**config.mk**
```make
export PLATFORM = sky130hd
export DESIGN_NAME = fifo_flagged
export DESIGN_NICKNAME = d
export VERILOG_FILES = /design/src/rtl/fifo_pkg.sv /design/src/rtl/fifo_ptr.sv /design/src/rtl/fifo_flagged.sv
export SDC_FILE = /design/constraint.sdc
export NUM_CORES = 1
export LEC_CHECK = 0
export CORE_ASPECT_RATIO = 1.1
export CORE_UTILIZATION = 47
export DETAILED_ROUTE_END_ITERATION = 7
export GPL_TIMING_DRIVEN = 0
export PLACE_DENSITY = 0.69
export SYNTH_ARGS = -nofsm -noshare
export SYNTH_HDL_FRONTEND = slang
export SYNTH_HIERARCHICAL = 1
export SYNTH_SLANG_ARGS = --single-unit
```
**constraint.sdc**
```tcl
create_clock -name clk -period 2.4 [get_ports clk]
set_input_delay 0.6 -clock clk [delete_from_list [all_inputs] [get_ports clk]]
set_output_delay 0.6 -clock clk [all_outputs]
set_load 0.02 [all_outputs]
```
**src/rtl/fifo_pkg.sv**
```systemverilog
// Shared helpers for the flagged FIFO: pointer/count widths and the wrapping
// pointer increment used by both FIFO pointers.
package fifo_pkg;

    function automatic int unsigned ptr_width(input int unsigned depth);
        return (depth > 1) ? $clog2(depth) : 1;
    endfunction

    function automatic int unsigned cnt_width(input int unsigned depth);
        return $clog2(depth + 1);
    endfunction

    // Explicit wrap so non-power-of-two depths never rely on natural rollover.
    function automatic int unsigned ptr_next(input int unsigned ptr, input int unsigned depth);
        return (ptr == depth - 1) ? 0 : ptr + 1;
    endfunction

endpackage

```
**src/rtl/fifo_ptr.sv**
```systemverilog
// Wrapping pointer register with an advance enable; instantiated once for the
// write side and once for the read side of the FIFO.
module fifo_ptr
    import fifo_pkg::*;
#(
    parameter int DEPTH = 8,
    parameter int PTR_W = ptr_width(DEPTH)
) (
    input  logic             clk,
    input  logic             rst,
    input  logic             en_i,
    output logic [PTR_W-1:0] ptr_o
);

    logic [PTR_W-1:0] ptr_q;
    logic [PTR_W-1:0] ptr_d;

    always_comb begin
        ptr_d = ptr_q;
        if (en_i) begin
            ptr_d = PTR_W'(ptr_next(32'(ptr_q), DEPTH));
        end
    end

    always_ff @(posedge clk or negedge rst) begin
        if (!rst) begin
            ptr_q <= '0;
        end else begin
            ptr_q <= ptr_d;
        end
    end

    assign ptr_o = ptr_q;

endmodule

```
**src/rtl/fifo_flagged.sv**
```systemverilog
// Single-clock FIFO with occupancy count, almost-full/empty thresholds, sticky
// overflow/underflow flags and an optional first-word-fall-through read port.
module fifo_flagged
    import fifo_pkg::*;
#(
    parameter int DATA_W   = 8,
    parameter int DEPTH    = 8,
    parameter int AF_LEVEL = DEPTH - 1,
    parameter int AE_LEVEL = 1,
    parameter int FWFT     = 0
) (
    input  logic                        clk,
    input  logic                        rst,
    input  logic [DATA_W-1:0]           data_in,
    input  logic                        push,
    input  logic                        pop,
    input  logic                        clr_err,
    output logic [DATA_W-1:0]           data_out,
    output logic                        full,
    output logic                        empty,
    output logic                        almost_full,
    output logic                        almost_empty,
    output logic [cnt_width(DEPTH)-1:0] count,
    output logic                        overflow,
    output logic                        underflow
);

    localparam int PTR_W = ptr_width(DEPTH);
    localparam int CNT_W = cnt_width(DEPTH);
    localparam logic [CNT_W-1:0] CNT_FULL = CNT_W'(DEPTH);
    localparam logic [CNT_W-1:0] CNT_AF   = CNT_W'(AF_LEVEL);
    localparam logic [CNT_W-1:0] CNT_AE   = CNT_W'(AE_LEVEL);

    if (DATA_W < 1 || DEPTH < 2 || !(AE_LEVEL < AF_LEVEL && AF_LEVEL <= DEPTH)) begin : g_bad_params
        $fatal(1, "fifo_flagged: illegal parameters (need DATA_W>=1, DEPTH>=2, AE_LEVEL < AF_LEVEL <= DEPTH)");
    end

    logic [DATA_W-1:0] mem_q [DEPTH];
    logic [PTR_W-1:0]  wr_ptr;
    logic [PTR_W-1:0]  rd_ptr;
    logic [CNT_W-1:0]  count_q;
    logic [CNT_W-1:0]  count_d;
    logic              ovf_q;
    logic              ovf_d;
    logic              unf_q;
    logic              unf_d;
    logic              pop_ok;
    logic              push_ok;

    assign empty        = (count_q == '0);
    assign full         = (count_q == CNT_FULL);
    assign almost_full  = (count_q >= CNT_AF);
    assign almost_empty = (count_q <= CNT_AE);
    assign count        = count_q;
    assign overflow     = ovf_q;
    assign underflow    = unf_q;

    // A pop in the same cycle frees a slot, so a full FIFO still accepts the push.
    assign pop_ok  = pop & ~empty;
    assign push_ok = push & (~full | pop_ok);

    fifo_ptr #(.DEPTH(DEPTH), .PTR_W(PTR_W)) u_wr_ptr (
        .clk   (clk),
        .rst   (rst),
        .en_i  (push_ok),
        .ptr_o (wr_ptr)
    );

    fifo_ptr #(.DEPTH(DEPTH), .PTR_W(PTR_W)) u_rd_ptr (
        .clk   (clk),
        .rst   (rst),
        .en_i  (pop_ok),
        .ptr_o (rd_ptr)
    );

    always_comb begin
        count_d = count_q;
        case ({push_ok, pop_ok})
            2'b10:   count_d = count_q + CNT_W'(1);
            2'b01:   count_d = count_q - CNT_W'(1);
            default: count_d = count_q;
        endcase
    end

    // New error events are OR-ed in after the clear so a same-cycle set wins.
    always_comb begin
        ovf_d = (ovf_q & ~clr_err) | (push & ~push_ok);
        unf_d = (unf_q & ~clr_err) | (pop & empty);
    end

    always_ff @(posedge clk or negedge rst) begin
        if (!rst) begin
            count_q <= '0;
            ovf_q   <= 1'b0;
            unf_q   <= 1'b0;
        end else begin
            count_q <= count_d;
            ovf_q   <= ovf_d;
            unf_q   <= unf_d;
        end
    end

    always_ff @(posedge clk) begin
        if (push_ok) begin
            mem_q[wr_ptr] <= data_in;
        end
    end

    if (FWFT != 0) begin : g_fwft
        assign data_out = mem_q[rd_ptr];
    end else begin : g_registered
        logic [DATA_W-1:0] dout_q;
        logic [DATA_W-1:0] dout_d;

        always_comb begin
            dout_d = dout_q;
            if (pop_ok) begin
                dout_d = mem_q[rd_ptr];
            end
        end

        always_ff @(posedge clk or negedge rst) begin
            if (!rst) begin
                dout_q <= '0;
            end else begin
                dout_q <= dout_d;
            end
        end

        assign data_out = dout_q;
    end

endmodule

```
### Word level (Yosys, flattened, before mapping)

Memories as Yosys holds them, arrays and structs flattened. A register that Yosys moved wholly into a read port is not among the register bits.
Cells that the tools add are included.

* magnitude comparators: 2
* shift operators: 0
* reduce and logical (&&, ||, !) cells: 3
* divide/modulo/power cells: 0
* $add $sub $neg: 4
* muxes and demuxes: 5
* bitwise logic cells: 13
* multipliers: 0
* equality and inequality tests: 5

Operators with widths (count)
* 4-bit one-hot mux with 2 select lines: 1
* 3-bit by 1-bit adder with 3-bit output (second input constant): 2
* 1-bit bitwise AND: 6
* 3-bit equality test (second input constant): 2
* 3-bit 2-to-1 mux: 2
* 4-bit by 1-bit adder with 4-bit output (second input constant): 1
* 4-bit equality test (second input constant): 1
* 4-bit by 3-bit greater-or-equal comparator with 1-bit output (second input constant): 1
* 4-bit by 1-bit less-or-equal comparator with 1-bit output (second input constant): 1
* 4-bit zero test: 1
* 1-bit inverter: 4
* 4-bit by 1-bit subtractor with 4-bit output (second input constant): 1
* 1-bit OR: 3
* 2-bit by 1-bit equality test with 1-bit output (second input constant): 1
* 2-bit equality test (second input constant): 1
* 1-bit 2-to-1 mux: 2
* 2-bit nonzero test: 1
* 1-bit zero test: 1

* bits in read-only memories: 0
* input port bits: 13
* register bits: 12
* latch bits: 0
* output and inout port bits: 18
* logic and storage cells: 38
* memories: 1
* memory bits (writable): 64

Memories
* mem_q: words 8, bits a word 8, read ports 1, clocked after memory_dff 1, write ports 1, line fifo_flagged.sv:38 `logic [DATA_W-1:0] mem_q [DEPTH];`

### Longest topological paths before layout

Gate-level depths: netlist of the first run.

* depth after elaboration: 8
* depth in mapped cells: 7
* depth with buffers taken out: 7

### Hierarchy

The synthesis of the first run kept the hierarchy.

By module, submodules not included
* fifo_flagged: cells an instance 219, instances 1, area each 3230.6 µm², sequential area each 2272.2 µm²
* fifo_ptr: cells an instance 11, instances 2, area each 142.6 µm², sequential area each 75.1 µm²

### Worst setup path before layout of the first run

OpenSTA, ideal clock, no wires.

* path kind: reg2reg
* from: register count_q[0] (netlist: count[0])
* to: memory mem_q[1][0] (enable)
* setup slack: -0.013 ns
* required time: 2.017 ns
* buffers on the path: 0
* cell stages (with the launch flop): 7
* arrival time: 2.029 ns
* setup time: 0.383 ns
* cell sequence: dfrtp_1 -> inv_1 -> ha_1 -> nor4bb_1 -> nor2b_1 -> nand2_1 -> nor3_1

* cells in the longest elaborated chain, start to end: 7
* elaborated cells on any way between the ends: 9
* classes of those cells: eq/ne: 1; mux: 2; bitwise: 5; reduce/logical: 1

Ends and longest elaborated chain
* start, declared: line fifo_flagged.sv:41 `logic [CNT_W-1:0] count_q;`
* start signal, assigned: line fifo_flagged.sv:97 `count_q <= count_d;`
* 4-bit zero test: line fifo_flagged.sv:50 `assign empty = (count_q == '0);`
* 1-bit inverter: line fifo_flagged.sv:59 `assign pop_ok = pop & ~empty;`
* 1-bit bitwise AND: line fifo_flagged.sv:59
* 1-bit OR *: line fifo_flagged.sv:60 `assign push_ok = push & (~full | pop_ok);`
* 1-bit bitwise AND *: line fifo_flagged.sv:60
* named net push_ok: line fifo_flagged.sv:48 `logic push_ok;`
* 1-bit 2-to-1 mux *: line fifo_flagged.sv:104 `if (push_ok) begin`
* 1-bit 2-to-1 mux (implied by the code) *: line fifo_flagged.sv:105 `mem_q[wr_ptr] <= data_in;`
* end, declared: line fifo_flagged.sv:38

Mark *: on every way through the listed nets, which the timed path passes. The rest lies on a longest branch.

### Worst setup path after layout of the first run

* from: register count_q[1] (netlist: count[1])
* to: output empty

* cells in the longest elaborated chain, start to end: 1

Ends and longest elaborated chain
* 4-bit zero test: line fifo_flagged.sv:50
* end, declared: line fifo_flagged.sv:20 `output logic empty,`

Every way passes these cells.

==> summary.md, run 1 <==
| Metric | Value |
|---|---|
| Count of boundary I/O pins | `31` |
| Metal-1 WL | `2.845 mm` |
| Post-synthesis share of cell area spent on full adders, half adders and majority gates | `2.847%` |
| Net switching power | `1.783 mW` |
| Fraction of synthesized cell area taken by the top area cell type | `54.66%` |
| Cell count after synthesis | `241` |
| Initial detailed-routing violation count | `131` |
| Signed area change from the synthesized netlist to the final layout | `20.64%` |
| Post-Syn Area | `3516 µm²` |
| Area of the multi-input gates | `1089 µm²` |
| Count of port buffers added during placement | `30` |
| Fmax | `0.4314 GHz` |
| Number of synthesized flops with an enable pin | `64` |
| Most area-consuming cells after synthesis | `edfxtp_1 55%, dfrtp_1 14%, mux2i_1 9.7%` |
| Initial core utilization | `49.33%` |
| Count of unresolved DRC violations after routing | `1` |
| Synth Area in Simple Gates | `9.039%` |
| Required time worst endpoint | `1.80 ns` |
| Clock-pin slew on the worst setup and hold paths | `0.09 ns` |
| Register bit total from synthesis | `84` |
| Post-synthesis net count | `262` |
| Share of synthesized area occupied by flip-flops and latches | `68.90%` |
| RSZ-0062 raised after global routing | `false` |
| Worst Setup Start Kind | `register` |
| Routed wire length on met3 | `265 µm` |
| Critical Path Sink Type | `primary output` |
| First-pass GRT wire length | `10.18 mm` |
| Maximum clock insertion buffer count | `2` |
| Via total after detailed routing | `2027` |
| Detail Placement HPWL | `4.076 mm` |
| Switching fraction of total power | `34.89%` |
| Num rows | `32` |
| Leakage | `1.607 nW` |
| Cell taking the most area after synthesis | `edfxtp_1` |
| Synthesized area per cell | `14.59 µm²` |
| Top cells by count, synth | `64 x edfxtp_1, 34 x mux2i_1, 24 x nand2_1` |
| Final #Nets | `308` |
| GRT Util Overall | `18.05%` |
| Chip Width | `84.47 µm` |
| Total non-filler cell area in the finished layout | `4242 µm²` |
| Via count of the first global-routing pass | `2041` |
| Internal power summed over all cells | `3.326 mW` |
| Total Die Area | `7831 µm²` |
| Yosys warns | `6` |
| Peak VDD IR | `0.5447 mV` |
| Shortest clock period the worst path allows after layout | `2.318 ns` |
| Worst hold-check slack | `0.4859 ns` |
| Total wirelength of the detailed-routed design | `6.503 mm` |
| Fraction of synthesized area in multiplexers | `10.96%` |
| Final antenna-violating net count | `0` |
| Placer Congestion | `0.7569` |
| TritonCTS Buffers | `9` |
| Core region area | `7127 µm²` |
| Seq pwr share | `41.2%` |
| Clock latency on the worst-skew pair | `0.34 ns` |
| Cell with the most instances after synthesis | `edfxtp_1` |
| Max H-tree Level | `3` |
| CTS sink cnt | `84` |
| Overall power of the completed layout | `5.109 mW` |
| Number of distinct library cells after synthesis | `31` |
| Worst relative slew slack | `34.98%` |
| Share of cells above drive strength 1 | `16.49%` |
| WL/cell | `17.30 µm` |
| DR pass1 iterations | `6` |
| Footprint of the flip-flops and latches | `2425 µm²` |
| Max-slew violation count | `0` |
| Worst Path Arrival | `1.72 ns` |
| Worst min-delay path class | `register to register` |
| Least-Margin Pin Slew | `0.9722 ns` |
| Final setup violation count | `0` |
| Total cell area at the placement stage | `3933 µm²` |
| Combinational family with the most area after synthesis | `multiplexers` |
| Crit Path Class | `register to primary output` |
| Total congestion overflow after global routing | `0` |
| Antenna violations before repair | `0` |
| Die height | `92.71 µm` |
| Async set or reset register ratio after synthesis | `23.81%` |
| Share of the synthesized netlist area taken by xor and xnor gates | `1.246%` |
| Max-Cap Viols | `0` |
| Final period utilization | `96.58%` |
| Clk network pwr share | `20.8%` |
| Largest net degree at the start of global routing | `21` |
| Final hold viol count | `0` |
| Failing checks | `DRC` |
| Combinational group share of total power | `38.0%` |
| Top routing layer in use | `met4` |
| CTS Root Buffer Type | `clkbuf_8` |
| Final setup skew | `0.01027 ns` |
| Main flop type after synthesis | `edfxtp_1` |
| Met2 layer wire length in the routed design | `3.296 mm` |
| Max Fanout on Critical Path | `5` |
| Average vias per placed instance | `5.391` |
| Outcome | `finished with violations` |
| Diode count | `0` |
| Compound-Gate Fraction of Synth Area | `4.804%` |
| Clock tree from TritonCTS | `done` |
| Total power divided by cell area | `1204 nW/µm²` |
| FILL cells | `575` |
registers in the layout (all words and copies together), names as in the netlist:
| register | cells |
|---|---|
| underflow | 1 |
| u_wr_ptr/ptr_o | 3 |
| overflow | 1 |
| count | 4 |
| data_out | 8 |
| u_rd_ptr/ptr_o | 3 |
| mem_q | 64 |
cell families after synthesis:
family          count (synthesis)
compound gates                 23
xor+xnor                        5
fa+ha+maj                       8
buf+inv                        17
flops                          84
mux                            38
simple gates                   66
what timing repair did:
item | 4_1_cts | 5_1_grt
resized for setup | 20 | 6
endpoints found under the setup margin | 67 | 57
setup buffers | 4 | 1
cloned | 0 | 0
hold buffers | 0 | 0
cell type report:
class	count	share of cell area, %
flip-flops and latches	84	57.17
multi-input cells	140	25.66
repair buffers	35	7.788
clock buffers	9	2.920
well taps	85	2.507
clock inverters	6	2.124
plain buffers	8	0.9735
inverters	9	0.8555
worst paths after layout:
path | cells past startpoint | slack (ns) | to | startpoint
max | 5 | 0.08 | empty | count[1]$_DFFE_PN0P_
min | 2 | 0.49 | data_out[0]$_DFFE_PN0N_ | data_out[0]$_DFFE_PN0N_
max reg2reg | 6 | 0.21 | u_rd_ptr/ptr_o[0]$_DFFE_PN0P_ | count[1]$_DFFE_PN0P_
min reg2reg | 2 | 0.49 | data_out[0]$_DFFE_PN0N_ | data_out[0]$_DFFE_PN0N_
max in group asynchronous | 1 | 0.95 | count[1]$_DFFE_PN0P_ | rst
min in group asynchronous | 1 | 0.80 | count[2]$_DFFE_PN0P_ | rst
metrics by stage:
stage	setup TNS, ns	cells	utilization (%)	setup slack (ns)
2_1_floorplan	0	241	-	0.1985
3_3_place_gp	-35.85	356	55.18	-0.5977
3_5_place_dp	-36.07	356	55.18	-0.6303
4_1_cts	-1.530	375	59.11	-0.09224
5_1_grt	0	376	59.52	0.008709
6_report	0	376	59.52	0.08197
cell usage in the layout (no fill, tap or decap), types with 2 or more instances in the layout:
cell type	netlist	final
clkdlybuf4s50_1	0	27
xnor2_1	3	3
nor3_4	0	2
a22oi_1	16	16
inv_1	7	5
nor2b_1	3	2
o21ai_0	4	4
buf_1	3	3
mux2_2	4	4
nand2_1	24	24
xor2_1	2	2
nand3b_1	3	3
dfrtp_1	20	18
nor3_1	4	2
dfrtp_2	0	2
nor2_4	0	6
clkinvlp_4	0	4
ha_1	8	7
buf_4	0	5
clkbuf_8	0	9
dlygate4sd2_1	0	2
buf_2	3	4
nor2_1	14	8
bufinv_16	0	2
nand3_1	8	8
nand2b_1	5	5
inv_2	1	3
edfxtp_1	64	64
mux2i_1	34	34
worst max-delay path, cell delays in order, from the launching register on:
cell and delay, ns:
dfrtp_2 0.45, inv_2 0.09, ha_2 0.18, or3b_4 0.41, inv_4 0.09, buf_2 0.16
per-layer routing:
metal / GRT usage, % / up-vias
met3: 3.743 / 8
li1: - / 977
met2: 30.05 / 50
met4: 8.192 / 0
met5: 0 / -
met1: 22.95 / 992
power groups by stage:
| stage | registers (mW) | logic (mW) | clock network [mW] |
|---|---|---|---|
| floorplan | 2.22 | 1.10 | 0 |
| global placement | 2.11 | 1.82 | 0 |
| detailed placement | 2.13 | 1.85 | 0 |
| CTS | 2.11 | 1.91 | 1.08 |
| global route | 2.15 | 2.12 | 1.13 |
| finish | 2.10 | 1.94 | 1.06 |
Note: power is estimated with default switching activity, not from simulation.
==> run 2, diff against run 1 <==
--- a/config.mk
+++ b/config.mk
@@ -7,6 +7,7 @@
 export LEC_CHECK = 0
 export CORE_ASPECT_RATIO = 1.1
 export CORE_UTILIZATION = 47
+export CTS_CLUSTER_DIAMETER = 40
 export DETAILED_ROUTE_END_ITERATION = 7
 export GPL_TIMING_DRIVEN = 0
 export PLACE_DENSITY = 0.69
==> results of run 2 <==
No change in the layout: final DEF, timing and power equal those of run 1.
==> run 3, diff against run 2 <==
--- a/config.mk
+++ b/config.mk
@@ -5,11 +5,13 @@
 export SDC_FILE = /design/constraint.sdc
 export NUM_CORES = 1
 export LEC_CHECK = 0
+export CAP_MARGIN = 40
 export CORE_ASPECT_RATIO = 1.1
 export CORE_UTILIZATION = 47
 export CTS_CLUSTER_DIAMETER = 40
 export DETAILED_ROUTE_END_ITERATION = 7
 export GPL_TIMING_DRIVEN = 0
+export HOLD_SLACK_MARGIN = 0.03
 export PLACE_DENSITY = 0.69
 export SYNTH_ARGS = -nofsm -noshare
 export SYNTH_HDL_FRONTEND = slang
==> summary.md, run 3 (same netlist as run 1, synthesis figures left out) <==
| Metric | Value |
|---|---|
| Clock tree from TritonCTS | `done` |
| Peak VDD IR | `0.5518 mV` |
| Final setup violation count | `0` |
| Worst hold stages | `2` |
| CP peak stage delay | `0.45 ns` |
| Maximum clock insertion buffer count | `2` |
| Switching fraction of total power | `33.83%` |
| Clk network pwr share | `22.6%` |
| Worst relative slew slack | `55.82%` |
| Commonest cells after routing, fill and taps aside | `64 x edfxtp_1, 34 x mux2i_1, 27 x clkdlybuf4s50_1` |
| Chip Width | `84.47 µm` |
| RSZ-0062 raised after global routing | `false` |
| Final #Nets | `313` |
| Total Die Area | `7831 µm²` |
| Internal power summed over all cells | `3.454 mW` |
| Via total after detailed routing | `2043` |
| Total congestion overflow after global routing | `0` |
| Max H-tree Level | `3` |
| Worst hold start | `data_out[0]$_DFFE_PN0N_` |
| Post-layout worst setup margin | `0.09356 ns` |
| Seq pwr share | `40.3%` |
| Number of cells on the worst reg-to-reg path | `6` |
| Max-slew violation count | `0` |
| Placer Congestion | `0.7569` |
| Initial core utilization | `49.33%` |
| Antenna violations before repair | `0` |
| First-pass GRT wire length | `10.27 mm` |
| Max Fanout on Critical Path | `5` |
| Total power divided by cell area | `1214 nW/µm²` |
| Diode count | `0` |
| Clock-pin slew on the worst setup and hold paths | `0.08 ns` |
| GRT Util Overall | `18.45%` |
| DR pass1 iterations | `8` |
| WL/cell | `17.10 µm` |
| Largest net degree at the start of global routing | `17` |
| Final setup skew | `0.005890 ns` |
| Worst Hold Endpoint | `data_out[0]$_DFFE_PN0N_` |
| Share of cells above drive strength 1 | `17.17%` |
| Net switching power | `1.766 mW` |
| Fmax | `0.4336 GHz` |
| CTS sink cnt | `84` |
| Die height | `92.71 µm` |
| Clock latency on the worst-skew pair | `0.34 ns` |
| Reg-to-reg startpoint | `count[1]$_DFFE_PN0P_` |
| Pre-CTS worst setup slack | `-0.5466 ns` |
| Detail Placement HPWL | `4.226 mm` |
| Final antenna-violating net count | `0` |
| CTS Root Buffer Type | `clkbuf_8` |
| Count of boundary I/O pins | `31` |
| Critical Path Sink Type | `primary output` |
| Average vias per placed instance | `5.348` |
| CP Cell Sequence | `inv_2 -> ha_2 -> or3b_4 -> inv_4 -> buf_4` |
| Worst Path Arrival | `1.71 ns` |
| Signed area change from the synthesized netlist to the final layout | `22.24%` |
| Failing checks | `DRC` |
| Count of unresolved DRC violations after routing | `1` |
| Least-Margin Pin Slew | `0.6602 ns` |
| Outcome | `finished with violations` |
| R2r setup slk | `0.22 ns` |
| Worst Setup Start Kind | `register` |
| Initial detailed-routing violation count | `247` |
| Num rows | `32` |
| Required time worst endpoint | `1.80 ns` |
| Max-Cap Viols | `0` |
| Slowest library cell on the worst path | `dfrtp_2` |
| Commonest non-fill, non-tap cell in the layout | `edfxtp_1` |
| Leakage | `1.668 nW` |
| Most flops, register | `mem_q` |
| TritonCTS Buffers | `9` |
| Count of port buffers added during placement | `30` |
| Overall power of the completed layout | `5.219 mW` |
| Crit Path Class | `register to primary output` |
| Total wirelength of the detailed-routed design | `6.533 mm` |
| Shortest clock period the worst path allows after layout | `2.306 ns` |
| Final period utilization | `96.10%` |
| Largest register FFs | `64` |
| Core region area | `7127 µm²` |
| Via count of the first global-routing pass | `2077` |
| Worst min-delay path class | `register to register` |
| Capture instance of the worst register-to-register path | `u_rd_ptr/ptr_o[2]$_DFFE_PN0P_` |
| Final hold viol count | `0` |
| Combinational group share of total power | `37.1%` |
==> run 3: cell types whose count changed in the layout (fill, tap and decap cells not counted), sizes merged <==
| cell | change |
|---|---|
| buf | +5 |
| clkinvlp | -4 |
| clkinv | +3 |
| bufinv | +1 |
| clkbuf | +1 |
==> run 3: critical path: cells and delay by family, from the launching register on <==
family        cells  cell delay [ns]
simple gates      1             0.41
fa+ha+maj         1             0.19
buf+inv           3             0.32
flops             1             0.45
==> run 3: timing repair <==
| item | CTS | global route |
|---|---|---|
| endpoints found under the hold margin | 0 | 0 |
| resized for setup | 16 | 4 |
| setup buffers | 4 | 1 |
| pin swaps | 2 | 0 |
| setup endpoints to repair | 45 | 7 |
| hold buffers | 0 | 0 |
==> run 3: how the worst max path moves through the flow <==
stage | startpoint | end | slack [ns] | depth (start not counted)
floorplan | count[0]$_DFFE_PN0P_ | mem_q[3][0]$_DFFE_PP_ | 0.20 | 6
detailed placement | pop | mem_q[6][3]$_DFFE_PP_ | -0.55 | 5
global route | count[1]$_DFFE_PN0P_ | empty | 0.01 | 5
finish | count[1]$_DFFE_PN0P_ | empty | 0.09 | 5
global placement | pop | mem_q[5][4]$_DFFE_PP_ | -0.60 | 5
CTS | count[0]$_DFFE_PN0P_ | empty | 0.04 | 5
==> run 3: cell type report <==
class,instances,area (µm²)
plain buffers,8,41.29
clock inverters,6,112.6
well taps,85,106.4
repair buffers,40,390.4
multi-input cells,140,1059
clock buffers,10,127.6
fillers,571,2829
flip-flops and latches,84,2425
inverters,9,36.28
==> run 3: routing by layer <==
metal	GRT usage, %	wire [µm]	vias to the layer above
met2	29.23	3164	58
met5	0	0	-
met3	4.813	286	14
met4	10.88	201	0
met1	23.01	2880	978
li1	-	-	993
==> run 3: power by group through the flow <==
stage / clock [mW] / sequential (mW) / combinational, mW
2_1_floorplan: 0 / 2.22 / 1.10
3_3_place_gp: 0 / 2.11 / 1.82
3_5_place_dp: 0 / 2.12 / 1.87
4_1_cts: 1.20 / 2.11 / 1.92
5_1_grt: 1.25 / 2.14 / 2.11
6_report: 1.18 / 2.10 / 1.94
==> run 3: through the flow <==
stage               TNS [ns]  hold slack, ns  util (%)  cells  area, µm²
finish                     0          0.4843     60.31    382       4298
detailed placement    -23.85          0.4676     55.99    361       3990
global placement      -35.85          0.4629     55.18    356       3933
floorplan                  0          0.3044         -    241       3526
CTS                        0          0.4876     60.08    381       4282
global route               0          0.5145     60.31    382       4298
